**config.mk**
```make
export PLATFORM = sky130hd
export DESIGN_NAME = rf_write_arbiter
export DESIGN_NICKNAME = d
export VERILOG_FILES = /design/src/rtl/rf_write_arbiter.sv
export SDC_FILE = /design/constraint.sdc
export NUM_CORES = 1
export LEC_CHECK = 0
export ABC_AREA = 1
export CORE_ASPECT_RATIO = 2
export CORE_UTILIZATION = 40
export DETAILED_ROUTE_END_ITERATION = 8
export MAX_ROUTING_LAYER = met4
export PLACE_DENSITY_LB_ADDON = 0.12
export SLEW_MARGIN = 20
export SYNTH_ARGS = -nofsm -noshare
export SYNTH_HDL_FRONTEND = slang
export SYNTH_SLANG_ARGS = --single-unit
```
**constraint.sdc**
```tcl
create_clock -name clk -period 1.98 [get_ports clk]
set_input_delay 0.495 -clock clk [delete_from_list [all_inputs] [get_ports clk]]
set_output_delay 0.495 -clock clk [all_outputs]
set_load 0.02 [all_outputs]
```
**src/rtl/rf_write_arbiter.sv**
```systemverilog
// rf_write_arbiter
// Arbitrates the single register-file write port between the pipeline
// writeback (WB) and the multicycle mul/div unit (MD).  After reset it
// first clears x1..x31 (INIT), then grants the port each cycle (RUN).
// WB has priority unless MD has been denied STARVE_LIMIT cycles in a row.
// A 32-bit pending scoreboard tracks destinations of issued MD operations
// so decode can detect sources that are still waiting on an MD result.
//
// Ports:
//   clk, rst                      clock, synchronous active-high reset
//   wb_we, wb_rd, wb_data         writeback request, destination, data
//   wb_stall                      writeback not accepted this cycle
//   md_valid, md_rd, md_data      MD result request, destination, data
//   md_ready                      MD result accepted this cycle
//   md_issue, md_issue_rd         MD op issued, destination to mark pending
//   rs1, rs2, pend_rs1, pend_rs2  decode sources and their pending flags
//   init_busy                     register-clear sequence in progress
//   WE3, A3, WD3                  register-file write port (combinational)
module rf_write_arbiter #(
  parameter int STARVE_LIMIT = 3
) (
  input  logic        clk,
  input  logic        rst,
  input  logic        wb_we,
  input  logic [4:0]  wb_rd,
  input  logic [31:0] wb_data,
  input  logic        md_valid,
  input  logic [4:0]  md_rd,
  input  logic [31:0] md_data,
  output logic        md_ready,
  input  logic        md_issue,
  input  logic [4:0]  md_issue_rd,
  input  logic [4:0]  rs1,
  input  logic [4:0]  rs2,
  output logic        pend_rs1,
  output logic        pend_rs2,
  output logic        wb_stall,
  output logic        init_busy,
  output logic        WE3,
  output logic [4:0]  A3,
  output logic [31:0] WD3
);

  localparam int SW = ($clog2(STARVE_LIMIT + 1) < 2) ? 2 : $clog2(STARVE_LIMIT + 1);

  typedef enum logic {INIT, RUN} state_t;

  state_t          state, state_nxt;
  logic [4:0]      cnt, cnt_nxt;
  logic [31:0]     pending, pending_nxt;
  logic [SW-1:0]   starve, starve_nxt;
  logic            force_md;
  logic            md_xfer;

  function automatic logic [SW-1:0] sat_inc(input logic [SW-1:0] v);
    if (v >= SW'(STARVE_LIMIT)) return v;
    return v + SW'(1);
  endfunction

  assign force_md = md_valid && (starve == SW'(STARVE_LIMIT));
  assign md_xfer  = md_valid && md_ready;

  // Grant / write-port decode
  always_comb begin
    state_nxt = state;
    cnt_nxt   = cnt;
    WE3       = 1'b0;
    A3        = 5'd0;
    WD3       = 32'd0;
    md_ready  = 1'b0;
    wb_stall  = 1'b1;
    init_busy = 1'b1;
    if (!rst) begin
      case (state)
        INIT: begin
          WE3 = 1'b1;
          A3  = cnt;
          if (cnt == 5'd31) state_nxt = RUN;
          else              cnt_nxt   = cnt + 5'd1;
        end
        RUN: begin
          init_busy = 1'b0;
          wb_stall  = wb_we && force_md;
          if (force_md || (md_valid && !wb_we)) begin
            md_ready = 1'b1;
            A3       = md_rd;
            WD3      = md_data;
            WE3      = (md_rd != 5'd0);
          end else if (wb_we) begin
            A3  = wb_rd;
            WD3 = wb_data;
            WE3 = (wb_rd != 5'd0);
          end
        end
        default: state_nxt = INIT;
      endcase
    end
  end

  // Scoreboard and starvation bookkeeping; a same-cycle set beats the clear
  always_comb begin
    pending_nxt = pending;
    if (md_xfer) pending_nxt[md_rd] = 1'b0;
    if (state == RUN && md_issue && md_issue_rd != 5'd0)
      pending_nxt[md_issue_rd] = 1'b1;
    pending_nxt[0] = 1'b0;

    starve_nxt = starve;
    if (!md_valid || md_xfer) starve_nxt = '0;
    else if (state == RUN)    starve_nxt = sat_inc(starve);
  end

  assign pend_rs1 = !rst && (rs1 != 5'd0) && pending[rs1];
  assign pend_rs2 = !rst && (rs2 != 5'd0) && pending[rs2];

  // State registers
  always_ff @(posedge clk) begin
    if (rst) begin
      state   <= INIT;
      cnt     <= 5'd1;
      pending <= '0;
      starve  <= '0;
    end else begin
      state   <= state_nxt;
      cnt     <= cnt_nxt;
      pending <= pending_nxt;
      starve  <= starve_nxt;
    end
  end

endmodule

```
==> flow_metrics.py <==
metrics = {
    "worst_hold_path": {
        "hp-class": "reg2reg",
        "whs_path_depth": 2,
        "hp-start": "pending[28]$_SDFF_PP0_",
    },
    "synthesis": {
        "synthSimpleGateAreaFrac": 0.325,
        "synth_top_cell_by_area": "dfxtp_1",
        "yosys-top-cells-area": "dfxtp_1, nand2_1, a32o_1, nand3_1, inv_1",
        "synthArstFlopShare": 0,
        "synth-adder-area-share": 0.0125,
        "synth-warning-count": 0,
        "netlist_instances": 489,
        "synth_most_common_cell": "nand2_1",
        "yosysSeqAreaShare": 0.260,
        "synth_mux_area_frac": 0,
        "syn_nets": 586,
        "synth_edf_count": 0,
        "syn_area_um2": 3010,
        "synth_cell_type_count": 28,
        "ys_ff_latch": 39,
        "ys.flop_type": "dfxtp_1",
        "synth-compound-area-share": 0.268,
        "synth.top_cell.area_share": 0.260,
        "avgSynthCellArea_um2": 6.15,
        "synth_top_family_by_area": "simple AND/OR/NAND/NOR gates",
        "synth_top_cells_by_count": "nand2_1, inv_1, nand3_1, dfxtp_1, a21oi_1",
        "synthXorXnorAreaFrac": 0.00874,
    },
    "global_routing": {
        "grt_use_total": 0.357,
        "overflow": 0,
        "grt_pass1_vias": 4465,
        "grt_antenna_before_repair": 0,
        "grt_pass1_wl_mm": 21.5,
        "grt_max_degree": 35,
    },
    "setup_path": {
        "critical_path.top_delay_family": "buffers and inverters",
        "critPathKind": "reg2out",
        "worstPathArrival_ns": 1.71,
        "worst-path-stages": 7,
        "critPathMaxStageDelay_ns": 0.38,
        "path_cells": "ha_4 -> a21oi_4 -> buf_6 -> buf_12 -> buf_16 -> a32o_2 -> buf_6",
        "critPathLaunchType": "flop",
        "startpoint": "starve[1]$_SDFFE_PP0P_",
        "crit_top_cell": "buf_6",
        "cp_data_required_time_ns": 1.48,
        "worst_setup_path_end_kind": "primary output",
        "critPathMaxFanout": 8,
        "cp_slowest_cell": "dfxtp_2",
        "rr_startpoint": "starve[1]$_SDFFE_PP0P_",
        "rr_worst_depth": 12,
        "timing.critical_path.buf_inv": 4,
    },
    "layout": {
        "layout-drive-gt1-share": 0.284,
        "syn_to_final_growth_pct": 85.0,
        "antenna_cells": 0,
        "regArea_um2": 783,
        "fin_nets": 782,
        "multi_input_area_um2": 1980,
        "fillers": 555,
        "stdcell_area_um2": 5560,
    },
    "route": {
        "drt_iter0_drc": 237,
        "drt_wl_total_mm": 14.5,
        "firstDrtPassIters": 5,
        "drtAntennaViolNets": 0,
        "drc": 0,
        "wire_per_inst_um": 18.7,
        "vias": 4435,
        "vias_per_cell": 5.70,
    },
    "pwr": {
        "power-per-cell-area_nw_per_um2": 446,
        "vdd_drop_max_uv": 593,
        "power_mw": 2.48,
        "p_leak_nw": 2.56,
    },
    "cts": {
        "cts_root_buf": "clkbuf_16",
        "cts_made_buffers": 5,
        "clock_latency_ns": 0.29,
        "clock_sinks": 39,
        "clk_pin_slew_worst_paths_ns": 0.06,
        "cts_hold_buffers": 0,
        "h-tree-depth": 2,
        "cts_tree": "yes",
        "clock_path_buffers": 2,
    },
    "floorplanning": {
        "dieArea_um2": 7890,
        "ios": 137,
        "fp-row-count": 44,
        "die_y_um": 125,
        "placeableCoreArea_um2": 7270,
        "die_w_um": 63.3,
        "start_util": 0.414,
    },
    "sta": {
        "fin_crit_sh": 1.11,
        "finClkSkew_ns": 0.00987,
        "max_freq_mhz": 454,
        "worstMarginPinSlew_ns": 0.431,
        "relSlewSlack": 0.711,
        "grt_setup_unrepaired": "yes",
        "hold_viol": 0,
        "period_minus_slack_ns": 2.20,
        "setup_viol": 40,
        "slew_viol_final": 0,
        "finalWorstSetupSlack_ns": -0.223,
    },
    "run": {
        "maxCapViolations": 0,
    },
    "placement": {
        "pre_cts_ws_ns": -0.896,
        "gp_congestion": 0.941,
        "dp_hpwl_mm": 9.35,
        "dpl_cell_area_um2": 4910,
        "port-buffer-count": 136,
    },
    "status": {
        "run_status": "complete, but fails checks",
        "violations": "negative setup slack",
    },
}
## power breakdown
group | total (mW) | switching [mW] | internal (mW)
logic | 0.635 | 0.289 | 0.345
registers | 0.801 | 0.00809 | 0.793
clock network | 1.04 | 0.321 | 0.722
## cell families after synthesis
logic type | count (synthesis)
xor+xnor | 3
simple gates | 229
compound gates | 123
buf+inv | 92
flops | 39
fa+ha+maj | 3
## per-layer routing
layer,vias up,wire [um],track usage
li1,2064,-,-
met5,-,0,-
met4,0,1170,0.245
met3,93,878,0.0668
met1,2003,4600,0.320
met2,275,7880,0.651
## final cells by class
type                    instances  share of cell area
clock buffers                   6              0.0232
inverters                      67              0.0490
well taps                      92              0.0207
clock inverters                 2              0.0108
multi-input cells             358               0.355
repair buffers                214               0.400
flip-flops and latches         39               0.141
## worst paths after layout
kind	slack, ns	to
min	0.48	pending[28]$_SDFF_PP0_
min reg2reg	0.48	pending[28]$_SDFF_PP0_
max reg2reg	0.06	pending[31]$_SDFF_PP0_
max	-0.22	WD3[11]
## worst min-delay path: stages, from the launching register on
cell and delay, ns:
dfxtp_1 0.32, o31ai_1 0.06, a21oi_1 0.05
## registers in the layout, indices dropped and copies added, names as in the netlist
register / flops
pending: 31
cnt: 5
starve: 2
state: 1
## cells in the final DEF, fill, tap and decap left out, types with 5 or more instances in the layout
cell / instances
a21oi_1: 35
a32o_1: 8
a32o_2: 24
buf_12: 8
buf_16: 5
buf_4: 56
buf_6: 50
clkbuf_16: 6
clkdlybuf4s50_1: 74
dfxtp_1: 37
dlygate4sd2_1: 8
inv_1: 55
inv_2: 6
nand2_1: 120
nand2_2: 5
nand3_1: 45
nand3_2: 5
nor2_1: 27
nor3_1: 13
o21ai_0: 29
o21ai_1: 11
o31ai_1: 5
## per-stage QoR
stage | setup TNS (ns) | util | instances | hold WS, ns
2_1_floorplan | 0 | - | 489 | 0.441
3_3_place_gp | -38.13 | 0.675 | 749 | 0.450
3_5_place_dp | -39.00 | 0.675 | 749 | 0.468
4_1_cts | -4.86 | 0.742 | 769 | 0.475
5_1_grt | -8.38 | 0.765 | 778 | 0.508
6_report | -7.01 | 0.765 | 778 | 0.479
## what timing repair did
item | CTS | global route
gates cloned | 7 | 2
buffers inserted | 5 | 7
setup endpoints to repair | 44 | 42
resized for setup | 317 | 46
pin swaps | 45 | 23
(Power assumes the default switching activity.)
